`src/rtl/lsu_pkg.sv`:
```
// Shared types and helpers for the MEM-stage load/store unit.
package lsu_pkg;

  typedef enum logic [1:0] {IDLE, BUSY, RESP} mem_state_t;

  localparam logic [2:0] F3_B  = 3'b000;
  localparam logic [2:0] F3_H  = 3'b001;
  localparam logic [2:0] F3_W  = 3'b010;
  localparam logic [2:0] F3_BU = 3'b100;
  localparam logic [2:0] F3_HU = 3'b101;

  function automatic logic is_misaligned(input logic [2:0] funct3, input logic [1:0] addr);
    case (funct3)
      F3_H, F3_HU: return addr[0];
      F3_W:        return addr != 2'b00;
      default:     return 1'b0;
    endcase
  endfunction

  function automatic logic is_unsupported(input logic [2:0] funct3);
    return (funct3 == 3'b011) || (funct3 == 3'b110) || (funct3 == 3'b111);
  endfunction

endpackage

```
`src/rtl/lsu_align.sv`:
```
// Byte-lane steering: store enables/replication, load extraction, legality check.
module lsu_align
  import lsu_pkg::*;
#(
  parameter int XLEN = 32
) (
  input  logic [2:0]      funct3,
  input  logic [1:0]      addr,
  input  logic [XLEN-1:0] store_data,
  input  logic [XLEN-1:0] rdata,
  output logic [3:0]      be,
  output logic [XLEN-1:0] wdata,
  output logic [XLEN-1:0] load_data,
  output logic            illegal
);

  logic [7:0]  lb;
  logic [15:0] lh;
  logic        sext;

  always_comb begin
    lb        = rdata[{addr, 3'b000} +: 8];
    lh        = rdata[{addr[1], 4'b0000} +: 16];
    sext      = ~funct3[2];
    be        = 4'b1111;
    wdata     = store_data;
    load_data = rdata;
    // funct3[1:0] selects size; funct3[2] selects zero-extension on loads
    case (funct3[1:0])
      2'b00: begin
        be        = 4'b0001 << addr;
        wdata     = {(XLEN/8){store_data[7:0]}};
        load_data = {{(XLEN-8){lb[7] & sext}}, lb};
      end
      2'b01: begin
        be        = 4'b0011 << addr;
        wdata     = {(XLEN/16){store_data[15:0]}};
        load_data = {{(XLEN-16){lh[15] & sext}}, lh};
      end
      default: ;
    endcase
    illegal = is_misaligned(funct3, addr) || is_unsupported(funct3);
  end

endmodule

```
`src/rtl/mem_stage_lsu.sv`:
```
// RV32 MEM stage: req/ready data-memory sequencer plus the MEM/WB pipeline register.
module mem_stage_lsu
  import lsu_pkg::*;
#(
  parameter int ADDR_W = 32,
  parameter int XLEN   = 32
) (
  input  logic              clk,
  input  logic              reset,
  input  logic [XLEN-1:0]   ResultM,
  input  logic [XLEN-1:0]   ADDRTargetM,
  input  logic [4:0]        RdM,
  input  logic [XLEN-1:0]   StoreDataM,
  input  logic              MemReadM,
  input  logic              MemWriteM,
  input  logic              RegWriteM,
  input  logic [2:0]        Funct3M,
  output logic              dmem_req,
  output logic              dmem_we,
  output logic [ADDR_W-1:0] dmem_addr,
  output logic [3:0]        dmem_be,
  output logic [XLEN-1:0]   dmem_wdata,
  input  logic              dmem_ready,
  input  logic [XLEN-1:0]   dmem_rdata,
  output logic              StallM,
  output logic              MisalignM,
  output logic [XLEN-1:0]   ResultW,
  output logic [XLEN-1:0]   ADDRTargetW,
  output logic [4:0]        RdW,
  output logic              RegWriteW
);

  mem_state_t      state;
  logic            access;
  logic            illegal;
  logic [3:0]      be;
  logic [XLEN-1:0] wdata;
  logic [XLEN-1:0] load_data;

  assign access = MemReadM | MemWriteM;

  // M-stage inputs are frozen by StallM, so they are still valid at completion
  lsu_align #(.XLEN(XLEN)) u_align (
    .funct3     (Funct3M),
    .addr       (ResultM[1:0]),
    .store_data (StoreDataM),
    .rdata      (dmem_rdata),
    .be         (be),
    .wdata      (wdata),
    .load_data  (load_data),
    .illegal    (illegal)
  );

  assign StallM = (state == BUSY) || (state == IDLE && access && !illegal);

  always_ff @(negedge clk) begin
    if (!reset) begin
      state       <= IDLE;
      dmem_req    <= 1'b0;
      dmem_we     <= 1'b0;
      dmem_addr   <= '0;
      dmem_be     <= '0;
      dmem_wdata  <= '0;
      MisalignM   <= 1'b0;
      ResultW     <= '0;
      ADDRTargetW <= '0;
      RdW         <= '0;
      RegWriteW   <= 1'b0;
    end else begin
      MisalignM <= 1'b0;
      case (state)
        IDLE: begin
          if (access && illegal) begin
            MisalignM <= 1'b1;
            RegWriteW <= 1'b0;
          end else if (access) begin
            dmem_req   <= 1'b1;
            dmem_we    <= MemWriteM;
            dmem_addr  <= {ResultM[ADDR_W-1:2], 2'b00};
            dmem_be    <= be;
            dmem_wdata <= wdata;
            RegWriteW  <= 1'b0;
            state      <= BUSY;
          end else begin
            ResultW     <= ResultM;
            ADDRTargetW <= ADDRTargetM;
            RdW         <= RdM;
            RegWriteW   <= RegWriteM;
          end
        end
        BUSY: begin
          if (dmem_ready) begin
            dmem_req <= 1'b0;
            state    <= RESP;
            if (dmem_we) begin
              RegWriteW <= 1'b0;
            end else begin
              ResultW   <= load_data;
              RdW       <= RdM;
              RegWriteW <= RegWriteM;
            end
          end
        end
        RESP: begin
          // the same instruction is still in M this cycle; bubble WB
          RegWriteW <= 1'b0;
          state     <= IDLE;
        end
        default: state <= IDLE;
      endcase
    end
  end

endmodule

```
`config.mk`:
```
export PLATFORM = sky130hd
export DESIGN_NAME = mem_stage_lsu
export DESIGN_NICKNAME = d
export VERILOG_FILES = /design/src/rtl/lsu_pkg.sv /design/src/rtl/lsu_align.sv /design/src/rtl/mem_stage_lsu.sv
export SDC_FILE = /design/constraint.sdc
export NUM_CORES = 1
export LEC_CHECK = 0
export ABC_AREA = 1
export CAP_MARGIN = 20
export CORE_MARGIN = 4
export CORE_UTILIZATION = 31
export DETAILED_ROUTE_END_ITERATION = 10
export PLACE_DENSITY = 0.61
export SYNTH_ARGS = -nofsm -noshare
export SYNTH_HDL_FRONTEND = slang
export SYNTH_SLANG_ARGS = --single-unit
```
`constraint.sdc`:
```
create_clock -name clk -period 2 [get_ports clk]
set_input_delay 0.3 -clock clk [delete_from_list [all_inputs] [get_ports clk]]
set_output_delay 0.3 -clock clk [all_outputs]
set_load 0.02 [all_outputs]
```
==> run summary, run 1 <==
run status: finished with violations
violations in the final reports: setup timing
starting density of the core: 31.6%
worst slack at placement: -1030 ps
CTS tree: done
clock skew after layout: 26.8 ps
Critical Path Sink Type: output pin
number of synthesized flops with an enable pin: 0
top-level I/O count: 284
unrepaired setup endpoints after global routing: yes
Final Cell Area: 12,900 µm²
worst hold start: dmem_req
weighted congestion at the end of routability-driven global placement: 0.886
PwrDens: 889 nW/µm²
count of endpoints failing hold in the final timing report: 0
Max-Cap Viols: 0
overall power of the completed layout: 11.5 mW
leakage power total: 6.15 nW
worst hold-check path type: register to register
Worst Path Required: 1700 ps
vertical die dimension: 152 µm
die footprint: 23,200 µm²
setup TNS after final layout: -60,270 ps
setup slack on the worst flop-to-flop path: -110 ps
CP arrival: 2610 ps
Mean Syn Cell Area: 6.77 µm²
antenna-violating nets left: 0
Synth Cell Area: 6440 µm²
Port Buf Inserts: 281
total of warnings raised by yosys: 0
final worst setup slack: -909 ps
total core area: 20,400 µm²
drt via density: 4.82
Synth top area share: 43.8%
cell total after placement: 1,511
flops & latches, synth: 141
number of sinks handled by clock tree synthesis: 141
largest voltage drop on the vdd net: 0.000633 V
net switching power: 4.29 mW
dpl cell area: 9990 µm²
worst flop-to-flop path endpoint: ResultW[25]
number of global-route vias before repair: 8,343
clock buffer depth: 2
combinational share of power: 32.7%
clock root buffer: sky130_fd_sc_hd__clkbuf_16
sequential-to-total area share from yosys stat: 43.8%
per-cell routed wire length: 16.6 µm
count of fill cells added during filler insertion: 1,825
die width: 152 µm
fin nets: 1,602
Final Hold Slack: 466 ps
area growth from synthesis to layout: 99.9%
share of post-route cells with drive strength above 1: 42.3%
count of mapped cells out of synthesis: 952
1st-pass router iterations: 5
hpwl dp: 18,600 µm
count of non-filler cells in the finished layout: 1,742
Cell Int Power: 7.17 mW
number of stages on the worst hold path: 2
wire length after detailed routing: 29,000 µm
fraction of registers with async set or reset after synthesis: 0%
Final setup viols: 237
Slew Limit Fails: 0
overall global routing resource usage: 23.4%
DRC Markers: 0
count of hold-fix buffers inserted at cts: 0
post-route core utilization: 63.3%
antenna violations before repair: 3
Critical Path Start Type: register
hold endpoint: dmem_req
dominant cell type by area after synthesis: sky130_fd_sc_hd__dfxtp_1
R2R depth: 12
clock buffer count from CTS: 17
part of the total power dissipated in the clock network: 36.7%
kind of critical path: register to output pin
Synth Flop Type: sky130_fd_sc_hd__dfxtp_1
worst-skew pair later-pin latency: 470 ps
switching share of power: 37.4%
total number of placement rows: 52
startpoint of the most critical register-to-register path: state[1]
first-pass GRT wire length: 43,900 µm
Netlist cell types: 28
post-CTS clock slew at the launch and capture registers of the worst setup and hold paths: 40 ps
via count: 8,390
gr ovfl total: 0
deepest level of the CTS H-tree: 4
detailed router's first-iteration violation count: 457
largest cells by area after synthesis: sky130_fd_sc_hd__dfxtp_1 (44%), sky130_fd_sc_hd__nor2_1 (13%), sky130_fd_sc_hd__o21ai_0 (12%)
register share of total power: 30.7%
top fanout value on the critical path: 2
largest net degree at the start of global routing: 45
==> logic make-up after synthesis <==
family          share of synthesized area (%)
simple gates                             27.7
compound gates                           20.3
flops                                    43.8
buf+inv                                  7.61
fa+ha+maj                               0.583
other cells                            0.0582
==> power groups by stage <==
stage | clock [mW] | sequential (mW) | combinational (mW)
floorplan | 0.429 | 3.77 | 1.01
global placement | 0.429 | 3.37 | 2.76
detailed placement | 0.429 | 3.37 | 2.78
CTS | 4.35 | 3.48 | 3.30
global route | 4.77 | 3.55 | 3.97
finish | 4.20 | 3.51 | 3.74
==> how the worst max path moves through the flow <==
stage	startpoint	endpoint	slack, ps	cells after the start
2_1_floorplan	state[1]	StallM	-380	9
6_report	state[0]	StallM	-910	10
3_3_place_gp	state[1]	StallM	-990	10
3_5_place_dp	state[1]	StallM	-1030	10
4_1_cts	state[0]	StallM	-930	10
5_1_grt	state[0]	StallM	-1010	10
==> state kept, by name, summed over array words and instances (netlist names) <==
signal,count
ADDRTargetW,32
MisalignM,1
RdW,5
RegWriteW,1
ResultW,32
dmem_addr,30
dmem_be,4
dmem_req,1
dmem_wdata,32
dmem_we,1
state,2
==> area by class of cell <==
cell class                 instances  area [µm²]  share of cell area, %
sequential                       141        3010                   23.3
tap                              270         338                   2.62
inverter                          34         148                   1.15
clock buffer                      17         425                   3.30
antenna                            2        5.00                 0.0388
timing repair buffer             415        4570                   35.4
clock inverter                   156         667                   5.18
multi-input combinational        707        3730                   28.9
==> layer usage <==
| layer | up-vias | track usage [%] | wire, µm |
|---|---|---|---|
| met3 | 39 | 9.74 | 2370 |
| met4 | 2 | 9.29 | 493 |
| met2 | 344 | 36.2 | 13600 |
| li1 | 4115 | - | - |
| met1 | 3890 | 29.1 | 12500 |
| met5 | - | 0 | 13 |
==> critical path, stage by stage (launching register included) <==
cell and delay, ps:
sky130_fd_sc_hd__dfxtp_2 310, sky130_fd_sc_hd__inv_2 60, sky130_fd_sc_hd__ha_4 130, sky130_fd_sc_hd__inv_2 40, sky130_fd_sc_hd__nor2_4 90, sky130_fd_sc_hd__inv_2 60
sky130_fd_sc_hd__nor2_4 90, sky130_fd_sc_hd__inv_2 60, sky130_fd_sc_hd__buf_12 130, sky130_fd_sc_hd__nand2_4 60, sky130_fd_sc_hd__buf_6 110
==> cell usage in the layout, fill, tap and decap left out, types with 4 or more instances in the layout <==
cell type	n
sky130_fd_sc_hd__inv_6	4
sky130_fd_sc_hd__a21oi_1	71
sky130_fd_sc_hd__clkdlybuf4s50_1	128
sky130_fd_sc_hd__o21ai_1	64
sky130_fd_sc_hd__inv_4	4
sky130_fd_sc_hd__nor2_4	23
sky130_fd_sc_hd__dlygate4sd2_1	5
sky130_fd_sc_hd__nand2_2	12
sky130_fd_sc_hd__buf_8	7
sky130_fd_sc_hd__o21ai_0	60
sky130_fd_sc_hd__clkbuf_16	22
sky130_fd_sc_hd__nand2_4	4
sky130_fd_sc_hd__inv_2	10
sky130_fd_sc_hd__inv_1	160
sky130_fd_sc_hd__nor2_1	167
sky130_fd_sc_hd__buf_4	84
sky130_fd_sc_hd__clkinv_4	4
sky130_fd_sc_hd__nand2_1	157
sky130_fd_sc_hd__buf_16	7
sky130_fd_sc_hd__a21oi_2	28
sky130_fd_sc_hd__dfxtp_2	138
sky130_fd_sc_hd__o21ai_2	29
sky130_fd_sc_hd__nor2_2	30
sky130_fd_sc_hd__or2_2	16
sky130_fd_sc_hd__buf_6	159
sky130_fd_sc_hd__buf_12	18
sky130_fd_sc_hd__nand3_1	27
==> Yosys cell counts, types with 5 or more instances <==
library cell and instances:
sky130_fd_sc_hd__nand2_1 170, sky130_fd_sc_hd__o21ai_0 150, sky130_fd_sc_hd__clkbuf_1 30, sky130_fd_sc_hd__buf_1 5, sky130_fd_sc_hd__dfxtp_1 141, sky130_fd_sc_hd__or2_2 16
sky130_fd_sc_hd__nor2_1 218, sky130_fd_sc_hd__nand3_1 30, sky130_fd_sc_hd__a21oi_1 100, sky130_fd_sc_hd__buf_2 20, sky130_fd_sc_hd__inv_2 6, sky130_fd_sc_hd__inv_1 28
sky130_fd_sc_hd__buf_4 14
==> what timing repair did <==
item | 4_1_cts | 5_1_grt
setup buffers | 36 | 10
gates resized for setup | 1041 | 168
endpoints found under the hold margin | 0 | 0
cloned | 9 | 6
pin swaps | 21 | 28
setup endpoints to repair | 281 | 255
Note: power is estimated with default switching activity, not from simulation.
==> inputs of run 2 (changes only) <==
--- a/config.mk
+++ b/config.mk
@@ -9,8 +9,10 @@
 export CAP_MARGIN = 20
 export CORE_MARGIN = 4
 export CORE_UTILIZATION = 31
+export CTS_CLUSTER_SIZE = 16
 export DETAILED_ROUTE_END_ITERATION = 10
 export PLACE_DENSITY = 0.61
+export SKIP_LAST_GASP = 1
 export SYNTH_ARGS = -nofsm -noshare
 export SYNTH_HDL_FRONTEND = slang
 export SYNTH_SLANG_ARGS = --single-unit
==> run 2 against run 1 <==
Combinational power up 4%. Sequential share of layout area is 0.24 points lower. First-iteration DRC count up 32%. Highest routed layer unchanged. Die area stayed put. Via count up 1.8%. Largest cell class unchanged. Global-route usage down 0.075 points. The flow still finishes with violations (setup timing).
==> run summary, run 2 (synthesis gave the netlist of run 1 again) <==
leading cell types in the layout, fill and taps excluded: sky130_fd_sc_hd__nor2_1 (199), sky130_fd_sc_hd__inv_1 (160), sky130_fd_sc_hd__buf_6 (154)
weighted congestion at the end of routability-driven global placement: 0.886
Slew Limit Fails: 0
number of sinks handled by clock tree synthesis: 141
total core area: 20,400 µm²
worst-skew pair later-pin latency: 470 ps
die footprint: 23,200 µm²
hpwl dp: 18,600 µm
CTS tree: done
violations in the final reports: setup timing
Final Hold Slack: 462 ps
post-CTS clock slew at the launch and capture registers of the worst setup and hold paths: 40 ps
overall global routing resource usage: 23.4%
CP arrival: 2610 ps
count of endpoints failing hold in the final timing report: 0
count of hold-fix buffers inserted at cts: 0
setup TNS after final layout: -58,320 ps
Port Buf Inserts: 281
Worst Path Required: 1700 ps
kind of critical path: register to output pin
Max-Cap Viols: 0
via count: 8,539
detailed router's first-iteration violation count: 603
die width: 152 µm
worst hold-check path type: register to register
Final setup viols: 246
clock root buffer: sky130_fd_sc_hd__clkbuf_16
top fanout value on the critical path: 2
total number of placement rows: 52
number of global-route vias before repair: 8,310
unrepaired setup endpoints after global routing: yes
top-level I/O count: 284
Critical Path Sink Type: output pin
Critical Path Start Type: register
starting density of the core: 31.6%
area growth from synthesis to layout: 102%
largest registers: ADDRTargetW (32), ResultW (32), dmem_wdata (32)
clock buffer depth: 2
drt via density: 4.82
fin nets: 1,630
leakage power total: 6.35 nW
per-cell routed wire length: 17.0 µm
clock buffer count from CTS: 17
final worst setup slack: -905 ps
DRC Markers: 0
most common library cell in the layout ignoring fill and taps: sky130_fd_sc_hd__nor2_1
largest voltage drop on the vdd net: 0.000605 V
first-pass GRT wire length: 43,800 µm
run status: finished with violations
1st-pass router iterations: 5
gr ovfl total: 0
antenna-violating nets left: 0
largest net degree at the start of global routing: 45
antenna violations before repair: 3
PwrDens: 890 nW/µm²
vertical die dimension: 152 µm
wire length after detailed routing: 30,200 µm
deepest level of the CTS H-tree: 4
share of post-route cells with drive strength above 1: 40.9%
clock skew after layout: 21.2 ps
-- run 2: changes by cell type in the layout (fill, tap and decap cells not counted), moves of 7 or more --
cell	change
sky130_fd_sc_hd__nand2_4	+7
sky130_fd_sc_hd__nor2_2	-24
sky130_fd_sc_hd__nand2_1	-7
sky130_fd_sc_hd__nor2_4	-8
sky130_fd_sc_hd__nor2_1	+32
sky130_fd_sc_hd__buf_4	+28
sky130_fd_sc_hd__o21ai_2	-10
-- run 2: repair_timing --
| action | 4_1_cts | 5_1_grt |
|---|---|---|
| gates resized for setup | 980 | 183 |
| gates cloned | 9 | 10 |
| setup buffers | 36 | 36 |
| pin swaps | 13 | 40 |
| endpoints found under the setup margin | 281 | 256 |
-- run 2: path summary, 6_finish.rpt --
path | slack (ps) | endpoint | from | depth (start not counted)
hold / removal | 460 | dmem_req | dmem_req | 2
hold reg to reg | 460 | dmem_req | dmem_req | 2
setup reg to reg | -150 | ResultW[28] | state[1] | 12
setup / recovery | -910 | StallM | state[0] | 10
-- run 2: power breakdown --
part	leakage, nW	internal (mW)	switching (mW)
clock network	1.02	2.02	2.20
registers	1.22	3.24	0.250
logic	4.11	2.01	1.89
-- run 2: through the flow --
step | instance area (µm²) | util (%) | power, mW | setup WS [ps] | cells
after floorplan | 6610 | - | 5.20 | -379 | 953
after global placement | 9990 | 49.0 | 6.56 | -986 | 1511
after detailed placement | 9990 | 49.0 | 6.58 | -1030 | 1511
after CTS | 12100 | 59.3 | 11.1 | -929 | 1728
after global routing | 13000 | 64.1 | 12.4 | -988 | 1770
final | 13000 | 64.1 | 11.6 | -905 | 1770
-- run 2: layout make-up --
| type | instances | area [µm²] |
|---|---|---|
| multi-input combinational | 707 | 3630 |
| tap | 270 | 338 |
| sequential | 141 | 3010 |
| timing repair buffer | 443 | 4820 |
| clock buffer | 17 | 425 |
| inverter | 34 | 150 |
| fill | 1776 | 7320 |
| antenna | 2 | 5.00 |
| clock inverter | 156 | 667 |
-- run 2: per-layer routing --
layer  part of all wire, %  wire, µm  global-route usage (%)  vias to the layer above
met5                 0.043        13                       0                        -
met4                   2.0       598                    9.42                        2
met3                   8.8      2670                    9.66                       44
met2                    47     14100                    36.0                      371
met1                    42     12700                    29.1                     3944
li1                      -         -                       -                     4178
-- run 2: critical path, cell delays in order, from the launching register on --
cell	delay [ps]
sky130_fd_sc_hd__dfxtp_2	320
sky130_fd_sc_hd__inv_2	60
sky130_fd_sc_hd__ha_4	130
sky130_fd_sc_hd__inv_2	40
sky130_fd_sc_hd__nor2_4	90
sky130_fd_sc_hd__inv_2	60
sky130_fd_sc_hd__nor2_4	90
sky130_fd_sc_hd__inv_2	60
sky130_fd_sc_hd__buf_12	130
sky130_fd_sc_hd__nand2_4	60
sky130_fd_sc_hd__buf_6	110
==> inputs of run 3 (changes only) <==
--- a/config.mk
+++ b/config.mk
@@ -9,6 +9,8 @@
 export CAP_MARGIN = 20
 export CORE_MARGIN = 4
 export CORE_UTILIZATION = 31
+export CTS_BUF_LIST = sky130_fd_sc_hd__clkbuf_4 sky130_fd_sc_hd__clkbuf_8 sky130_fd_sc_hd__clkbuf_16
+export CTS_CLUSTER_DIAMETER = 30
 export CTS_CLUSTER_SIZE = 16
 export DETAILED_ROUTE_END_ITERATION = 10
 export PLACE_DENSITY = 0.61
==> results of run 3 <==
Final layout, timing and power as in run 2 (identical DEF).
